$ cat config.mk
export PLATFORM = sky130hd
export DESIGN_NAME = n4_b10_counter_ctrl
export DESIGN_NICKNAME = d
export VERILOG_FILES = /design/src/rtl/n4_b10_counter_ctrl.sv
export SDC_FILE = /design/constraint.sdc
export NUM_CORES = 1
export LEC_CHECK = 0
export BUFFER_PORTS_ARGS = -buffer_cell sky130_fd_sc_hd__buf_2
export CORE_ASPECT_RATIO = 0.6
export CORE_MARGIN = 2
export CORE_UTILIZATION = 35
export CTS_CLUSTER_SIZE = 14
export DETAILED_ROUTE_END_ITERATION = 12
export GPL_TIMING_DRIVEN = 0
export PLACE_DENSITY = 0.68
export SYNTH_ARGS = -nofsm -noshare
export SYNTH_HDL_FRONTEND = slang
export SYNTH_SLANG_ARGS = --single-unit
$ cat constraint.sdc
create_clock -name m_clock -period 2.3 [get_ports m_clock]
set_clock_uncertainty 0.15 [all_clocks]
set_input_delay 0.23 -clock m_clock [delete_from_list [all_inputs] [get_ports m_clock]]
set_output_delay 0.23 -clock m_clock [all_outputs]
set_load 0.005 [all_outputs]
$ cat src/rtl/n4_b10_counter_ctrl.sv
// Run controller for an external 4-digit BCD up counter: command sequencing, prescaled enable, target match and wrap detection.
// Optional lap capture register is built only when N4_B10_CTRL_LAP_EN is defined.
module n4_b10_counter_ctrl #(
  parameter int PRESCALE   = 10,
  parameter int CLR_CYCLES = 2
) (
  input  logic        m_clock,
  input  logic        m_reset_,
  input  logic        cmd_valid,
  input  logic [1:0]  cmd,
  input  logic [15:0] target_in,
  output logic        cmd_ready,
  input  logic [15:0] count_in,
  input  logic        eu_in,
  output logic        c_ei,
  output logic        c_reset_,
  output logic        running,
  output logic        done,
  output logic        ovf,
  input  logic        lap_req,
  output logic [15:0] lap_q
);

  localparam int CW = (CLR_CYCLES > 1) ? $clog2(CLR_CYCLES + 1) : 1;
  localparam logic [15:0]   PRESC_MAX = 16'(PRESCALE - 1);
  localparam logic [CW-1:0] CLR_LAST  = CW'(CLR_CYCLES - 1);

  localparam logic [1:0] CMD_START = 2'b00;
  localparam logic [1:0] CMD_STOP  = 2'b01;
  localparam logic [1:0] CMD_CLEAR = 2'b10;
  localparam logic [1:0] CMD_LOAD  = 2'b11;

  typedef enum logic [2:0] {
    S_IDLE  = 3'd0,
    S_RUN   = 3'd1,
    S_PAUSE = 3'd2,
    S_DONE  = 3'd3,
    S_CLEAR = 3'd4
  } state_t;

  state_t        state_q, state_d;
  logic [15:0]   presc_q, presc_d;
  logic [15:0]   target_q, target_d;
  logic [CW-1:0] clr_q, clr_d;
  logic          ovf_q, ovf_d;
  logic          done_q, done_d;
  logic          cmd_acc;
  logic          match;

  function automatic logic is_bcd(input logic [15:0] v);
    logic ok;
    ok = 1'b1;
    for (int i = 0; i < 4; i++) begin
      if (v[i*4 +: 4] > 4'd9) ok = 1'b0;
    end
    return ok;
  endfunction

  // A non-BCD target can never be reached by the counter, so it is treated as no target.
  assign match     = (target_q != 16'h0000) && is_bcd(target_q) && (count_in == target_q);
  assign cmd_ready = (state_q != S_CLEAR);
  assign cmd_acc   = cmd_valid && cmd_ready;
  assign c_ei      = (state_q == S_RUN) && (presc_q == PRESC_MAX) && !match;
  assign c_reset_  = m_reset_ && (state_q != S_CLEAR);
  assign running   = (state_q == S_RUN);
  assign done      = done_q;
  assign ovf       = ovf_q;

  always_comb begin
    state_d  = state_q;
    presc_d  = presc_q;
    target_d = target_q;
    clr_d    = clr_q;
    ovf_d    = ovf_q;
    done_d   = 1'b0;

    case (state_q)
      S_IDLE: begin
        if (cmd_acc && cmd == CMD_START) state_d = S_RUN;
      end
      S_RUN: begin
        // Reaching the target takes precedence over a concurrent STOP.
        if (match) state_d = S_DONE;
        else if (cmd_acc && cmd == CMD_STOP) state_d = S_PAUSE;
      end
      S_PAUSE: begin
        if (cmd_acc && cmd == CMD_START) state_d = S_RUN;
      end
      S_DONE: begin
        state_d = S_DONE;
      end
      S_CLEAR: begin
        clr_d = clr_q + CW'(1);
        if (clr_q == CLR_LAST) state_d = S_IDLE;
      end
      default: state_d = S_IDLE;
    endcase

    if (cmd_acc && cmd == CMD_CLEAR) begin
      state_d = S_CLEAR;
      clr_d   = '0;
    end

    if (cmd_acc && cmd == CMD_LOAD) target_d = target_in;

    if (state_q == S_RUN) begin
      presc_d = (presc_q == PRESC_MAX) ? 16'd0 : presc_q + 16'd1;
    end else if (state_q == S_CLEAR) begin
      presc_d = 16'd0;
    end

    if (c_ei && eu_in) ovf_d = 1'b1;
    if (state_q == S_CLEAR) ovf_d = 1'b0;

    done_d = (state_q == S_RUN) && (state_d == S_DONE);
  end

  always_ff @(posedge m_clock) begin
    if (!m_reset_) begin
      state_q  <= S_IDLE;
      presc_q  <= 16'd0;
      target_q <= 16'h0000;
      clr_q    <= '0;
      ovf_q    <= 1'b0;
      done_q   <= 1'b0;
    end else begin
      state_q  <= state_d;
      presc_q  <= presc_d;
      target_q <= target_d;
      clr_q    <= clr_d;
      ovf_q    <= ovf_d;
      done_q   <= done_d;
    end
  end

`ifdef N4_B10_CTRL_LAP_EN
  logic [15:0] lap_d;

  always_comb begin
    lap_d = lap_q;
    if (state_q == S_CLEAR) lap_d = 16'h0000;
    else if (lap_req)       lap_d = count_in;
  end

  always_ff @(posedge m_clock) begin
    if (!m_reset_) lap_q <= 16'h0000;
    else           lap_q <= lap_d;
  end
`else
  logic unused_lap_req;
  assign unused_lap_req = lap_req;
  assign lap_q          = 16'h0000;
`endif

endmodule
==> results.py, run 1 <==
metrics = {
    "status": {
        "outcome": "complete, no violations",
    },
    "critical_path": {
        "cp.arrival_ps": 1910,
        "worstPathMaxFanout": 4,
        "startpoint": "target_q[10]",
        "path_class": "reg -> out",
        "required_ps": 1920,
        "critPathLaunchType": "flip-flop",
        "endpoint_kind": "primary output",
        "r2r_start": "presc_q[0]",
    },
    "drt": {
        "avgViaCountPerCell": 4.85,
        "ant_nets": 0,
        "dr.first_iter.drc_count": 141,
        "drtPass1Iterations": 4,
        "totalWireLength_mm": 5.35,
        "wl_per_cell_um": 13.0,
        "num_vias": 2001,
        "drc_errors": 0,
    },
    "placement": {
        "dp_slack_ps": 91.2,
        "dp_hpwl_mm": 4.13,
        "gp_congestion": 0.835,
        "dp.cells": 396,
        "port_buffers": 43,
    },
    "synthesis": {
        "synth_edf_count": 0,
        "synthDistinctLibCells": 45,
        "ys_ff_latch": 39,
        "postSynthAreaPerCell_um2": 8.12,
        "async_flop_share_pct": 0,
        "netlist_top_cells_area": "dfxtp_1 (37%), nand2_1 (8.2%), xor2_1 (7.9%), buf_4 (5.7%), a21oi_1 (4.3%)",
        "synth_cells": 258,
        "yosys_warnings": 0,
        "yosysTopAreaCell": "dfxtp_1",
        "yosysSeqAreaShare_pct": 37.3,
        "synth_top_area_share_pct": 37.3,
        "ys.flop_type": "dfxtp_1",
        "syn_area_mm2": 0.00210,
    },
    "die": {
        "initial_core_util_pct": 36.9,
        "die_height_um": 63.9,
        "ioPinCount": 61,
        "dieWidth_um": 104,
        "dieArea_mm2": 0.00664,
        "coreArea_mm2": 0.00568,
        "fp-row-count": 21,
    },
    "cells_and_area": {
        "fin_util_pct": 46.6,
        "antenna_cells": 0,
        "final_cell_count_no_fill": 413,
        "finalNetCount": 374,
        "drive_gt1_share_pct": 28.5,
        "syn_to_final_growth_pct": 26.3,
    },
    "timing": {
        "tns_ps": 0,
        "tightest_slew_ps": 520,
        "post-route-period-util_pct": 99.6,
        "final_hold_viol_count": 0,
        "max_freq_mhz": 437,
        "setup_viol": 0,
        "drv_slew": 0,
        "fin_ws_ps": 10.2,
        "layout_min_cycle_time_ps": 2290,
        "rsz0062_at_grt": "true",
        "relSlewSlack_pct": 65.0,
    },
    "clock_tree": {
        "cts-htree-levels": 2,
        "cts_tree": "done",
        "path_clk_slew_ps": 70,
        "cts_root_buf": "clkbuf_8",
        "clkSinkCount": 39,
        "clk_latency_ps": 290,
        "max-clock-path-buffers": 2,
        "cts_buffers": 5,
    },
    "global_route": {
        "grt_pass1_vias": 1761,
        "grt-ovfl-total": 0,
        "antenna_found_initial": 0,
        "grt_pass1_wl_mm": 8.47,
        "grt_start_max_net_pins": 12,
        "grtUsageTotal_pct": 15.9,
    },
    "worst_hold_path": {
        "min_from": "target_in[10]",
        "min_path_type": "in -> reg",
    },
    "pwr": {
        "peakVddDrop_mv": 0.243,
        "total_leakage_power_nw": 1.09,
        "p_per_area_mw_per_mm2": 501,
        "total_power_w": 0.00133,
    },
    "flow_run": {
        "maxCapViolations": 0,
    },
}
==> layout by cell type (no fill, tap or decap), types with 7 or more instances in the layout <==
cell type	n
buf_4	26
nand2_1	46
xor2_1	19
a21oi_1	18
nand3_1	7
nor2_1	20
conb_1	16
inv_1	7
dfxtp_1	32
buf_2	44
nand4_1	9
nor4_1	7
==> cell type report <==
class / instances / area, um^2
fill: 586 / 3030
multi-input combinational: 203 / 1200
sequential: 39 / 792
timing repair buffer: 53 / 297
buffer: 22 / 145
tap: 80 / 100
clock buffer: 7 / 76.3
inverter: 8 / 30.0
clock inverter: 1 / 5.00
==> cells by family after synthesis <==
kind of cell / Yosys count / synth area share (%)
and+or+nand+nor: 114 / 26.9
AOI/OAI and AO/OA: 48 / 16.2
DFF: 39 / 37.3
buffers and inverters: 31 / 8.54
xor gates and xnor gates: 22 / 9.19
adders and majority gates: 3 / 1.79
other: 1 / 0.179
==> layer usage <==
layer | up-vias | wire length [um] | global-route usage [%]
met2 | 64 | 2160 | 21.8
met1 | 911 | 2750 | 24.6
met4 | 0 | 27 | 3.72
met3 | 4 | 420 | 3.67
met5 | - | 0 | 0
li1 | 1022 | - | -
==> through the flow <==
stage / cell area [um^2] / hold slack (ps)
after floorplan: 2150 / 202
after global placement: 2470 / 296
after detailed placement: 2470 / 303
after CTS: 2620 / 18.8
after global routing: 2650 / 18.4
final: 2650 / 13.9
==> what timing repair did <==
item | in CTS | in global routing
hold buffers | 0 | 0
pin swaps | 7 | 7
gates resized for setup | 6 | 5
setup buffers | 8 | 2
endpoints found under the setup margin | 1 | 9
==> registers in the layout, summed over array words and instances (netlist names) <==
name and flops:
target_q 16, done 1, ovf 1, clr_q 2, state_q 3, presc_q 16
==> where the power goes <==
part | switching (W) | internal [W]
Sequential | 0.0000170 | 0.000688
Clock | 0.000228 | 0.000213
Combinational | 0.0000952 | 0.0000855
Total | 0.000340 | 0.000987
==> critical path, stage by stage (launching register included) <==
cell and delay (ps):
dfxtp_4 360, xor2_1 150, nor4_2 270, nand4_1 170
or3_4 420, and2_4 150, buf_6 110
==> synthesized netlist by cell type, types with 4 or more instances <==
| library cell | n |
|---|---|
| a21oi_1 | 18 |
| a311oi_1 | 5 |
| a31oi_1 | 5 |
| and2_1 | 4 |
| buf_4 | 16 |
| clkbuf_1 | 5 |
| dfxtp_1 | 39 |
| inv_1 | 7 |
| nand2_1 | 46 |
| nand3_1 | 7 |
| nand4_1 | 9 |
| nor2_1 | 20 |
| nor3_1 | 6 |
| nor4_1 | 7 |
| o21ai_0 | 4 |
| xor2_1 | 19 |
==> worst paths after layout <==
kind | end | slack (ps) | depth (start not counted)
hold / removal | target_q[10] | 10 | 3
hold reg to reg | ovf | 320 | 1
setup reg to reg | presc_q[7] | 160 | 8
setup / recovery | c_ei | 10 | 6
(Power assumes the default switching activity.)
==> inputs of run 2 (changes only) <==
--- a/config.mk
+++ b/config.mk
@@ -12,7 +12,7 @@
 export CTS_CLUSTER_SIZE = 14
 export DETAILED_ROUTE_END_ITERATION = 12
 export GPL_TIMING_DRIVEN = 0
-export PLACE_DENSITY = 0.68
+export PLACE_DENSITY = 0.7
 export SYNTH_ARGS = -nofsm -noshare
 export SYNTH_HDL_FRONTEND = slang
 export SYNTH_SLANG_ARGS = --single-unit
==> constraint.sdc (replaced) <==
create_clock -name m_clock -period 2 [get_ports m_clock]
set_clock_uncertainty 0.15 [all_clocks]
set_input_delay 0.2 -clock m_clock [delete_from_list [all_inputs] [get_ports m_clock]]
set_output_delay 0.2 -clock m_clock [all_outputs]
set_load 0.005 [all_outputs]
==> run 2 against run 1 <==
Effect of this change:
- first-iteration DRC count is 62% higher
- sequential power increased by 15%
- cell area increased by 11%
- largest cell class unchanged
- non-clock buffer count increased by 15
- via count grew 9.3%
- highest routed layer unchanged
- combinational power increased by 37%
- global-route usage rose by 1.3 points
- the run now ends with setup timing left
- clock power up 57%
==> results.py, run 2 (synthesized netlist as in run 1, its figures left out) <==
metrics = {
    "status": {
        "outcome": "finished with violations",
        "violations": "setup timing",
    },
    "cells_and_area": {
        "antenna_cells": 0,
        "layout_commonest_cell": "nand2_1",
        "fillers": 546,
        "layout_common_cells": "nand2_1 (45), buf_2 (44), dfxtp_1 (32)",
        "syn_to_final_growth_pct": 40.4,
        "drive_gt1_share_pct": 32.2,
        "top_regs": "presc_q (16), target_q (16), state_q (3)",
        "stdcell_area_mm2": 0.00294,
        "finalNetCount": 389,
    },
    "critical_path": {
        "path_class": "reg -> out",
        "cp_slowest_stage_delay_ps": 430,
        "cp.arrival_ps": 1940,
        "critPathLaunchType": "flip-flop",
        "required_ps": 1650,
        "critPathSlowestCell": "or3_4",
        "crit_family": "simple AND/OR/NAND/NOR gates",
        "endpoint_kind": "primary output",
        "worstPathMaxFanout": 2,
        "path_cells": "xor2_1, nor4_2, nand4_1, or3_4, and2_4, buf_6",
        "critPathBufInv": 1,
    },
    "placement": {
        "dp_hpwl_mm": 4.00,
        "post_dp_cell_area_mm2": 0.00247,
        "port_buffers": 43,
        "gp_congestion": 0.912,
    },
    "global_route": {
        "grt_start_max_net_pins": 13,
        "grt-ovfl-total": 0,
        "grtUsageTotal_pct": 17.2,
        "grt_pass1_wl_mm": 9.18,
        "antenna_found_initial": 0,
        "grt_pass1_vias": 1911,
    },
    "clock_tree": {
        "clkSinkCount": 39,
        "clk_latency_ps": 300,
        "cts_root_buf": "clkbuf_8",
        "cts_buffers": 5,
        "cts-htree-levels": 2,
        "path_clk_slew_ps": 80,
        "max-clock-path-buffers": 2,
        "cts_tree": "done",
    },
    "pwr": {
        "intPower_w": 0.00132,
        "peakVddDrop_mv": 0.276,
        "p_per_area_mw_per_mm2": 594,
        "total_power_w": 0.00175,
        "swShare_pct": 24.6,
        "pwr-share-comb_pct": 14.2,
        "seq_power_share_pct": 46.3,
        "p_switching_w": 0.000430,
        "pwr-share-clk_pct": 39.5,
        "total_leakage_power_nw": 1.21,
    },
    "die": {
        "coreArea_mm2": 0.00568,
        "die_height_um": 63.9,
        "ioPinCount": 61,
        "fp-row-count": 21,
        "initial_core_util_pct": 36.9,
        "dieArea_mm2": 0.00664,
        "dieWidth_um": 104,
    },
    "timing": {
        "layout_min_cycle_time_ps": 2290,
        "fin_ws_ps": -291,
        "final_hold_viol_count": 0,
        "max_freq_mhz": 436,
        "setup_viol": 4,
        "drv_slew": 0,
        "tightest_slew_ps": 525,
        "post-route-period-util_pct": 115,
        "relSlewSlack_pct": 65.0,
        "rsz0062_at_grt": "true",
    },
    "drt": {
        "wl_per_cell_um": 14.0,
        "totalWireLength_mm": 5.99,
        "dr.first_iter.drc_count": 229,
        "ant_nets": 0,
        "num_vias": 2187,
        "drtPass1Iterations": 5,
        "drc_errors": 0,
        "avgViaCountPerCell": 5.11,
    },
    "worst_hold_path": {
        "min_path_type": "in -> reg",
    },
    "flow_run": {
        "maxCapViolations": 0,
    },
}
[run 2: changes by cell type in the layout (fill, tap and decap cells not counted), sizes merged]
cell	delta
dlygate4sd3	+14
bufinv	+1
buf	+1
clkbuf	-1
[run 2: per-layer routing]
| metal | up-vias | share of wire (%) | track usage, % |
|---|---|---|---|
| met1 | 1000 | 47 | 25.2 |
| met4 | 0 | 2.8 | 6.59 |
| met2 | 108 | 43 | 24.4 |
| li1 | 1061 | - | - |
| met5 | - | 0 | 0 |
| met3 | 18 | 7.8 | 3.78 |
[run 2: worst paths after layout]
check	startpoint	to	slack (ps)	cells past startpoint
hold / removal	target_in[2]	target_q[2]	8	3
hold reg to reg	ovf	ovf	310	1
setup / recovery	target_q[0]	c_ei	-290	6
setup reg to reg	target_q[0]	state_q[0]	-150	7
[run 2: what timing repair did]
action / CTS / global route
hold buffers: 14 / 0
resized for setup: 10 / 26
endpoints found under the hold margin: 14 / 0
setup buffers: 11 / 4
gates cloned: 0 / 1
setup endpoints to repair: 16 / 31
pin swaps: 8 / 10
[run 2: tightest hold or removal path, delay by kind of cell]
kind,cells,cell delay (ps)
compound gates,1,50
buf+inv,1,110
simple gates,1,60
[run 2: power by group through the flow]
stage	Combinational, W	Sequential, W	Clock (W)
after global routing	0.000271	0.000812	0.000731
after floorplan	0.000128	0.000823	0
after detailed placement	0.000202	0.000828	0
final	0.000248	0.000810	0.000691
after global placement	0.000199	0.000827	0
after CTS	0.000232	0.000809	0.000697
[run 2: stage by stage]
step / utilization (%) / hold slack, ps / worst slack, ps / TNS, ps / cells
2_1_floorplan: - / 172 / 181 / 0 / 273
3_3_place_gp: 43.5 / 296 / -229 / -2600 / 396
3_5_place_dp: 43.5 / 300 / -186 / -1800 / 396
4_1_cts: 50.1 / 3.92 / -279 / -500 / 429
5_1_grt: 51.9 / 13.8 / -344 / -817 / 428
6_report: 51.9 / 8.06 / -291 / -585 / 428
[run 2: cell type report]
type                            count  area, um^2  share of cell area (%)
Clock inverter                      2        35.0                    1.19
Tap cell                           80         100                    3.40
Clock buffer                        6        82.6                    2.81
Timing Repair Buffer               68         445                    15.1
Buffer                             22         154                    5.23
Inverter                            8        30.0                    1.02
Sequential cell                    39         792                    26.9
Multi-Input combinational cell    203        1300                    44.3
==> inputs of run 3 (changes only) <==
--- a/config.mk
+++ b/config.mk
@@ -6,6 +6,7 @@
 export NUM_CORES = 1
 export LEC_CHECK = 0
 export BUFFER_PORTS_ARGS = -buffer_cell sky130_fd_sc_hd__buf_2
+export CAP_MARGIN = 20
 export CORE_ASPECT_RATIO = 0.6
 export CORE_MARGIN = 2
 export CORE_UTILIZATION = 35
==> constraint.sdc (replaced) <==
create_clock -name m_clock -period 2 [get_ports m_clock]
set_clock_uncertainty 0.15 [all_clocks]
set_input_delay 0.1 -clock m_clock [delete_from_list [all_inputs] [get_ports m_clock]]
set_output_delay 0.1 -clock m_clock [all_outputs]
set_load 0.005 [all_outputs]
==> run 3 against run 2 <==
Effect of this change:
- the run still ends with setup timing left
- routed wire length decreased by 3.5%
- cell area grew 0.43%
- sequential cell count unchanged
- global-route usage barely moved
- via count is 2.4% lower
- fmax up 4.2%
- hold slack better by 63 ps
- combinational power is essentially flat
- count of clock-buffer cells in the layout unchanged
- die area unchanged
- critical endpoint unchanged
- largest power group unchanged
- highest routed layer unchanged
==> results.py, run 3 (synthesized netlist as in run 1, its figures left out) <==
metrics = {
    "clock_tree": {
        "max-clock-path-buffers": 2,
        "clkSinkCount": 39,
        "path_clk_slew_ps": 70,
        "cts_buffers": 5,
        "cts_root_buf": "clkbuf_8",
        "clk_latency_ps": 300,
        "cts-htree-levels": 2,
        "cts_tree": "done",
    },
    "worst_hold_path": {
        "min_path_type": "in -> reg",
    },
    "cells_and_area": {
        "layout_commonest_cell": "nand2_1",
        "top_regs": "presc_q (16), target_q (16), state_q (3)",
        "syn_to_final_growth_pct": 41.0,
        "layout_common_cells": "nand2_1 (45), buf_2 (43), dfxtp_1 (32)",
        "finalNetCount": 392,
        "drive_gt1_share_pct": 31.1,
        "antenna_cells": 0,
        "fillers": 556,
    },
    "timing": {
        "fin_ws_ps": -200,
        "post-route-period-util_pct": 110,
        "relSlewSlack_pct": 52.4,
        "final_hold_viol_count": 0,
        "tightest_slew_ps": 706,
        "tns_ps": -455,
        "max_freq_mhz": 455,
        "layout_min_cycle_time_ps": 2200,
        "drv_slew": 0,
        "setup_viol": 4,
        "rsz0062_at_grt": "true",
    },
    "placement": {
        "port_buffers": 43,
        "dp_slack_ps": -186,
        "gp_congestion": 0.912,
        "dp_hpwl_mm": 4.00,
    },
    "pwr": {
        "p_per_area_mw_per_mm2": 590,
        "total_leakage_power_nw": 1.23,
        "peakVddDrop_mv": 0.276,
    },
    "critical_path": {
        "endpoint_kind": "primary output",
        "cp.arrival_ps": 1950,
        "path_class": "reg -> out",
        "required_ps": 1750,
        "worstPathMaxFanout": 2,
        "critPathLaunchType": "flip-flop",
    },
    "global_route": {
        "grt-ovfl-total": 0,
        "antenna_found_initial": 0,
        "grtUsageTotal_pct": 17.3,
        "grt_start_max_net_pins": 13,
        "grt_pass1_wl_mm": 9.19,
        "grt_pass1_vias": 1901,
    },
    "drt": {
        "ant_nets": 0,
        "wl_per_cell_um": 13.4,
        "dr.first_iter.drc_count": 160,
        "drtPass1Iterations": 4,
        "drc_errors": 0,
        "avgViaCountPerCell": 4.95,
        "num_vias": 2135,
        "totalWireLength_mm": 5.79,
    },
    "flow_run": {
        "maxCapViolations": 0,
    },
    "die": {
        "coreArea_mm2": 0.00568,
        "ioPinCount": 61,
        "dieArea_mm2": 0.00664,
        "die_height_um": 63.9,
        "dieWidth_um": 104,
        "initial_core_util_pct": 36.9,
        "fp-row-count": 21,
    },
    "status": {
        "violations": "setup timing",
        "outcome": "finished with violations",
    },
}
## run 3: power breakdown
group / internal (W) / leakage (nW) / switching (W)
clock: 0.000404 / 0.0612 / 0.000281
sequential: 0.000791 / 0.319 / 0.0000183
combinational: 0.000126 / 0.850 / 0.000124
## run 3: layout make-up
cell class | count | area [um^2] | area share, %
timing repair buffer | 71 | 480 | 16.3
buffer | 22 | 154 | 5.21
tap | 80 | 100 | 3.39
inverter | 8 | 30.0 | 1.02
clock inverter | 2 | 35.0 | 1.19
clock buffer | 6 | 82.6 | 2.79
sequential | 39 | 792 | 26.8
multi-input combinational | 203 | 1280 | 43.4
## run 3: stage by stage
step                power, W  hold slack, ps  instance area [um^2]  std cells  utilization [%]
floorplan           0.000951            71.7                  2150        273                -
global route         0.00182            75.9                  2960        431             52.1
detailed placement   0.00103             200                  2470        396             43.5
global placement     0.00103             196                  2470        396             43.5
finish               0.00174            70.8                  2960        431             52.1
CTS                  0.00174            30.6                  2870        432             50.6
## run 3: path summary, 6_finish.rpt
| kind | slack (ps) | cells past startpoint | to | startpoint |
|---|---|---|---|---|
| max | -200 | 6 | c_ei | target_q[0] |
| min | 70 | 3 | ovf | eu_in |
| max reg2reg | -160 | 7 | state_q[0] | target_q[0] |
| min reg2reg | 310 | 1 | ovf | ovf |
## run 3: per-layer routing
layer	vias to the layer above	global-route usage (%)	routed length [um]
met1	977	25.5	2860
met3	14	3.16	343
met5	-	0	0
met2	79	24.8	2470
li1	1065	-	-
met4	0	6.59	112
## run 3: timing repair
action	CTS	global route
endpoints found under the hold margin	21	0
gates resized for setup	9	22
hold buffers	18	0
pin swaps	8	9
setup endpoints to repair	16	30
setup buffers	10	2
## run 3: critical path, cell delays in order (launching register included)
cell and delay (ps):
dfxtp_2 320, xor2_1 170, nor4_2 290, nand4_1 180, or3_4 430, and2_4 150
buf_6 110
